File: src/rtl/output_pio.sv
// Memory-mapped output PIO: DATA register with set/clear/toggle aliases and a
// timed one-shot pulse mask XORed onto a registered external port.
module output_pio #(
    parameter int          PORT_WIDTH   = 32,
    parameter int          ADDR_WIDTH   = 32,
    parameter logic [31:0] RESET_VALUE  = 32'h0,
    parameter int          PULSE_CYCLES = 16
) (
    input  logic                  clk,
    input  logic                  reset,
    input  logic [ADDR_WIDTH-1:0] address,
    input  logic                  write,
    input  logic [31:0]           writedata,
    input  logic [3:0]            byteenable,
    input  logic                  read,
    output logic [31:0]           readdata,
    output logic                  readdatavalid,
    output logic [PORT_WIDTH-1:0] port
);

    typedef enum logic [2:0] {
        OFF_DATA   = 3'd0,
        OFF_SET    = 3'd1,
        OFF_CLEAR  = 3'd2,
        OFF_TOGGLE = 3'd3,
        OFF_PULSE  = 3'd4,
        OFF_STATUS = 3'd5,
        OFF_RSV6   = 3'd6,
        OFF_RSV7   = 3'd7
    } off_e;

    localparam logic [PORT_WIDTH-1:0] RST_V    = RESET_VALUE[PORT_WIDTH-1:0];
    localparam logic [15:0]           PULSE_LD = 16'(PULSE_CYCLES);

    off_e                  off;
    logic [31:0]           wmask32;
    logic [31:0]           lane32;
    logic [PORT_WIDTH-1:0] wmask;
    logic [PORT_WIDTH-1:0] lane;

    logic [PORT_WIDTH-1:0] data_q, data_d;
    logic [PORT_WIDTH-1:0] pulse_mask_q, pulse_mask_d;
    logic [15:0]           cnt_q, cnt_d;
    logic [PORT_WIDTH-1:0] port_q, port_d;
    logic [31:0]           readdata_q, readdata_d;
    logic                  readdatavalid_q, readdatavalid_d;

    assign off = off_e'(address[2:0]);

    // Upper address bits and out-of-port mask bits are deliberately ignored.
    generate
        if (ADDR_WIDTH > 3) begin : g_addr_hi
            logic unused_addr_hi;
            assign unused_addr_hi = ^address[ADDR_WIDTH-1:3];
        end
        if (PORT_WIDTH < 32) begin : g_mask_hi
            logic unused_mask_hi;
            assign unused_mask_hi = ^{wmask32[31:PORT_WIDTH], lane32[31:PORT_WIDTH]};
        end
    endgenerate

    always_comb begin
        wmask32 = '0;
        lane32  = '0;
        for (int i = 0; i < 4; i++) begin
            lane32[8*i +: 8]  = {8{byteenable[i]}};
            wmask32[8*i +: 8] = byteenable[i] ? writedata[8*i +: 8] : 8'h00;
        end
        wmask = wmask32[PORT_WIDTH-1:0];
        lane  = lane32[PORT_WIDTH-1:0];
    end

    // Register update. The write decode runs after the countdown so a PULSE
    // write landing on the expiry edge wins and restarts the pulse.
    always_comb begin
        data_d       = data_q;
        pulse_mask_d = pulse_mask_q;
        cnt_d        = cnt_q;

        if (cnt_q != 16'd0) begin
            cnt_d = cnt_q - 16'd1;
            if (cnt_q == 16'd1) begin
                pulse_mask_d = '0;
            end
        end

        if (write) begin
            case (off)
                OFF_DATA:   data_d = (data_q & ~lane) | wmask;
                OFF_SET:    data_d = data_q | wmask;
                OFF_CLEAR:  data_d = data_q & ~wmask;
                OFF_TOGGLE: data_d = data_q ^ wmask;
                OFF_PULSE: begin
                    if (|wmask) begin
                        pulse_mask_d = wmask;
                        cnt_d        = PULSE_LD;
                    end else begin
                        pulse_mask_d = '0;
                        cnt_d        = '0;
                    end
                end
                default: ;
            endcase
        end

        port_d = data_d ^ pulse_mask_d;
    end

    // Reads sample the current (pre-write) register state.
    always_comb begin
        readdata_d      = readdata_q;
        readdatavalid_d = read;
        if (read) begin
            readdata_d = '0;
            case (off)
                OFF_DATA:   readdata_d[PORT_WIDTH-1:0] = data_q;
                OFF_PULSE:  readdata_d[PORT_WIDTH-1:0] = pulse_mask_q;
                OFF_STATUS: readdata_d[0]              = (cnt_q != 16'd0);
                default:    readdata_d                 = '0;
            endcase
        end
    end

    always_ff @(posedge clk or negedge reset) begin
        if (!reset) begin
            data_q          <= RST_V;
            pulse_mask_q    <= '0;
            cnt_q           <= '0;
            port_q          <= RST_V;
            readdata_q      <= '0;
            readdatavalid_q <= 1'b0;
        end else begin
            data_q          <= data_d;
            pulse_mask_q    <= pulse_mask_d;
            cnt_q           <= cnt_d;
            port_q          <= port_d;
            readdata_q      <= readdata_d;
            readdatavalid_q <= readdatavalid_d;
        end
    end

    assign port          = port_q;
    assign readdata      = readdata_q;
    assign readdatavalid = readdatavalid_q;

endmodule

File: config.mk
export PLATFORM = sky130hd
export DESIGN_NAME = output_pio
export DESIGN_NICKNAME = d
export VERILOG_FILES = /design/src/rtl/output_pio.sv
export SDC_FILE = /design/constraint.sdc
export NUM_CORES = 1
export LEC_CHECK = 0
export ABC_AREA = 1
export ABC_CLOCK_PERIOD_IN_PS = 4600
export CORE_ASPECT_RATIO = 0.7
export CORE_MARGIN = 4
export CORE_UTILIZATION = 55
export DETAILED_ROUTE_END_ITERATION = 16
export GPL_TIMING_DRIVEN = 1
export PLACE_DENSITY = 0.83
export SLEW_MARGIN = 10
export SYNTH_ARGS = -nofsm -noshare
export SYNTH_HDL_FRONTEND = slang
export SYNTH_SLANG_ARGS = --single-unit
File: constraint.sdc
create_clock -name clk -period 4.6 [get_ports clk]
set_input_delay 0.92 -clock clk [delete_from_list [all_inputs] [get_ports clk]]
set_output_delay 0.92 -clock clk [all_outputs]
set_load 0.01 [all_outputs]
Word level (Yosys, flattened, before mapping)

Index checks and enable logic that the tools add are counted.

Word-level logic and storage cells: 41
Register bits after elaboration: 145
Bits of input ports: 72
Output and inout bits: 65

Muxes and demuxes: 17
Reduce and logical (&&, ||, !) cells: 3
Equality and inequality tests: 6
Bitwise logic cells: 8
Add/subtract/negate cells: 1

Operators with widths:

| cell                                                  | count |
|---|---|
| 2-to-1 mux 32 bit                                     | 6 |
| one-hot mux 32 bit (4 select lines)                   | 1 |
| AND 32 bit                                            | 2 |
| inverter 32 bit                                       | 2 |
| bitwise OR 32 bit                                     | 2 |
| XOR 32 bit                                            | 2 |
| one-hot mux 31 bit (2 select lines)                   | 1 |
| 2-to-1 mux 16 bit                                     | 3 |
| 2-to-1 mux 8 bit                                      | 4 |
| OR reduction 32 bit                                   | 1 |
| equality test 16 x 1 -> 1 bit (second input constant) | 1 |
| nonzero test 16 bit                                   | 1 |
| subtractor 16 x 1 -> 16 bit (second input constant)   | 1 |
| equality test 3 x 2 -> 1 bit (second input constant)  | 2 |
| equality test 3 bit (second input constant)           | 2 |
| 2-to-1 mux 5 bit                                      | 1 |
| equality test 3 x 1 -> 1 bit (second input constant)  | 1 |
| logical NOT 3 bit                                     | 1 |
| one-hot mux 1 bit (3 select lines)                    | 1 |

Depth between registers and ports, before layout

Word-level depth: 6
Depth in mapped cells: 11
Mapped depth without buffers: 10

Worst setup path after synthesis

No wires, ideal clock.

Kind: input -> register
From: in byteenable[1]
To: reg port_q[9], in the netlist port[9]
Data arrival time: 2031 ps
Path buffers: 1
Stages: 8
Slack: 2453 ps
Cell sequence: clkbuf_1 -> nand2_1 -> ha_1 -> o21ai_0 -> o21ai_0 -> o21ai_0 -> nand2_1 -> nand2_1

Word-level cells in the longest chain between the ends: 6

RTL lines:

| item                                                | RTL line | RTL |
|---|---|---|
| from (decl)                                         | 14       | `input logic [3:0] byteenable,` |
| 2-to-1 mux 8 bit or inverter 32 bit (tied branches) | 67, 89   |  |
| inverter 32 bit or AND 32 bit (tied branches)       | 91, 89   |  |
| AND 32 bit or bitwise OR 32 bit (tied branches)     | 91, 89   |  |
| one-hot mux 32 bit (4 select lines) *               | 88       | `case (off)` |
| 2-to-1 mux 32 bit *                                 | 87       | `if (write) begin` |
| net data_d[9]                                       | 41       | `logic [PORT_WIDTH-1:0] data_q, data_d;` |
| XOR 32 bit *                                        | 106      | `port_d = data_d ^ pulse_mask_d;` |
| net port_d[9]                                       | 44       | `logic [PORT_WIDTH-1:0] port_q, port_d;` |
| to (signal assigned)                                | 136      | `port_q <= port_d;` |
| to (decl)                                           | 44       |  |

The timed path passes the listed nets; every way through them passes the cells marked *.
A chain may end at the register's enable or synchronous reset.

Worst setup path after layout

From: in address[2]
To: reg port_q[24], in the netlist port[24]

Word-level cells in the longest chain between the ends: 4

RTL lines:

| item                                                 | RTL line | RTL |
|---|---|---|
| from (decl)                                          | 11       | `input logic [ADDR_WIDTH-1:0] address,` |
| equality test 3 x 2 -> 1 bit (tied with other cells) | 88       |  |
| one-hot mux 32 bit (4 select lines) *                | 88       |  |
| 2-to-1 mux 32 bit *                                  | 87       |  |
| net data_d[24]                                       | 41       |  |
| XOR 32 bit *                                         | 106      |  |
| net port_d[24]                                       | 44       |  |

Marked as above.

==> results_dict.tcl <==
set metrics [dict create \
    start_util_pct 56.3 \
    clk_path_buf_depth 2 \
    clk_pin_slew_worst_paths_ns 0.06 \
    status "completed" \
    yosysUniqueCellTypes 26 \
    grt_max_degree 82 \
    yosysTopAreaCell "dfrtp_1" \
    yosysMostFrequentCell "nand2_1" \
    slew_headroom_pct 31.3 \
    crit_fanout 30 \
    finalSetupViolCount 0 \
    hold_viol_final 0 \
    dr.first_iter.drc_count 708 \
    syn_inst 1023 \
    post-place-cells 1277 \
    crit_end "port[24]" \
    first_global_vias 7332 \
    vias_per_cell 5.62 \
    setup_tns_ns 0 \
    rsz0062_at_grt "no" \
    synthToLayoutAreaGrowth_pct 22.9 \
    leakage_uw 0.00453 \
    slew_viol_final 0 \
    ys.flop_type "dfrtp_1" \
    grt_pass1_wl_mm 35.6 \
    synthArstFlopShare_pct 100 \
    wl_mm 21.7 \
    hp-class "input pin to asynchronous set/reset pin" \
    die_y_microns 108 \
    crit_type "input pin to register" \
    timing.rr.start "cnt_q[10]" \
    cts_root_buf "clkbuf_16" \
    clock_sink_count 145 \
    min_period_ns 3.15 \
    endpoint_kind "register" \
    worstSetupStartpoint "address[2]" \
    vias 7358 \
    finClkSkew_ns 0.0105 \
    final_cells 1309 \
    synth_nets 1129 \
    portBuffers 107 \
    rrSetupSlack_ns 2.04 \
    drv_cap 0 \
    required_ns 4.91 \
    r2r_cells 9 \
    synth_common_cells "244 x nand2_1, 145 x dfrtp_1, 109 x nor2_1, 103 x inv_1, 92 x o21ai_0" \
    setup.worst_path.start_class "input pin" \
    hpwlAfterDp_mm 13.1 \
    crit_arrival_ns 3.46 \
    yosysSeqAreaShare_pct 46.3 \
    ant_nets 0 \
    fmaxAchievable_ghz 0.318 \
    netlist_top_cells_area "dfrtp_1 46%, nand2_1 12%, o21ai_0 5.9%" \
    dpl_cell_area_sq_um 9030 \
    cts_tree "built" \
    antenna_cells 0 \
    die_width_microns 151 \
    ys_ff_latch 145 \
    r2r_end "port[19]" \
    use_met2_pct 43.7 \
    ir_worst_vdd_mv 0.304 \
    overflow 0 \
    drt-wirelength-per-cell_microns 16.6 \
    clk_latency_ns 0.43 \
    firstDrtPassIters 5 \
    drc_errors 0 \
    antenna_found_initial 0 \
    ios 137 \
    gp_congestion 0.854 \
    cts_setup_buffers 0 \
    p_per_area_nw_per_um2 457 \
    rows 36 \
    syn_area_sq_um 7840 \
    synth_edf_count 0 \
    cts_resized 0 \
    stdcell_area_sq_um 9640 \
    synth.avg_cell_area_sq_um 7.66 \
    tightestPinTransition_ns 1.03 \
    met3_usage_pct 5.93 \
    die-area_sq_um 16300 \
    ys_warn_count 0 \
    htree_levels 4 \
    final_nets 1212 \
    grtUsageMet1_pct 38.4 \
    track_usage_pct 27.9 \
    numCtsBuffers 17 \
    grt.busiest_layer "met2" \
    fp.coreArea_sq_um 13900 \
    postCtsHoldBufs 0 \
    drive_above_1_share_pct 5.27 \
    finalCritPeriodShare_pct 68.4 \
    synth_top_area_share_pct 46.3 \
]
==> per-stage QoR <==
step | utilization, % | hold WS [ns] | power [uW] | worst slack [ns]
floorplan | - | 0.472 | 2460 | 2.45
global placement | 64.9 | 0.499 | 2910 | 1.20
detailed placement | 64.9 | 0.508 | 2940 | 1.15
CTS | 69.3 | 0.508 | 4400 | 1.53
global route | 69.3 | 0.561 | 4660 | 1.27
finish | 69.3 | 0.510 | 4400 | 1.45
==> cell type report <==
type                            count  area, sq um
Sequential cell                   145         3630
Clock inverter                     12          156
Clock buffer                       20          457
Fill cell                        1065         4280
Multi-Input combinational cell    718         3600
Timing Repair Buffer              120         1160
Tap cell                          190          238
Inverter                          104          390
==> critical path, cell delays in order <==
cell	delay (ns)
clkdlybuf4s50_1	0.52
inv_2	0.25
nand2_4	0.43
nor2_1	0.10
nor2_1	0.79
o21ai_0	0.27
nand2_1	0.11
nand2_1	0.06
==> per-layer routing <==
layer	part of all wire, %	wire length (microns)
met3	9.4	2040
met2	46	9910
met4	2.3	497
met5	0	0
met1	43	9260
==> state kept, by name (all words and copies together) (netlist names) <==
| register | cells |
|---|---|
| cnt_q | 16 |
| readdata | 32 |
| data_q | 32 |
| readdatavalid | 1 |
| port | 32 |
| pulse_mask_q | 32 |
==> where the power goes <==
part / internal (uW) / switching [uW] / total [uW] / leakage [uW]
clock: 884 / 549 / 1430 / 0.000289
sequential: 1560 / 178 / 1740 / 0.00188
combinational: 530 / 704 / 1230 / 0.00237
total: 2970 / 1430 / 4400 / 0.00453
==> cell usage in the layout (no fill, tap or decap) <==
master           Yosys  routed
nand3_1             72      70
clkinv_4             0       1
inv_2                1       1
clkinv_2             0       2
clkbuf_1            35       1
clkinvlp_4           0       4
nor3_4               0       1
inv_1              103     103
nor3_1               4       4
inv_6                0       2
a21oi_1             43      43
buf_4                4      13
nand2_1            244     244
dfrtp_1            145     145
xor2_1               3       3
buf_2               12       1
nand2_4              1       1
nor2_1             109     108
a31oi_1             32      32
clkdlybuf4s50_1      0     105
buf_6                0       1
nand4_1              2       2
xnor2_1              3       3
nand3_2              1       3
nor2_2               6       6
clkbuf_16            0      17
nand3b_1            31      31
o31ai_1              2       2
a211oi_1             1       1
o21ai_0             92      92
nor2_4               0       1
bufinv_16            0       3
clkbuf_8             0       2
ha_1                34      34
o21ai_1             37      37
==> kinds of logic (layout without fill, tap and decap cells) <==
group                    after synthesis  in the layout  synth area share [%]
AND/OR/NAND/NOR                      471            471                  25.8
XOR/XNOR                               6              6                 0.670
AO/OA/AOI/OAI                        207            207                  13.8
flip-flops                           145            145                  46.3
buffers and inverters                160            256                  8.04
adder cells (fa/ha/maj)               34             34                  5.43
==> worst min-delay path by stage <==
stage | end | slack (ns) | depth (start not counted) | startpoint
floorplan | cnt_q[2] | 0.47 | 1 | cnt_q[2]
global placement | cnt_q[2] | 0.50 | 1 | cnt_q[2]
detailed placement | cnt_q[2] | 0.51 | 1 | cnt_q[2]
CTS | cnt_q[2] | 0.51 | 1 | cnt_q[2]
global route | port[8] | 0.56 | 1 | reset
finish | port[8] | 0.51 | 1 | reset
Power figures use the tool's default switching activity.
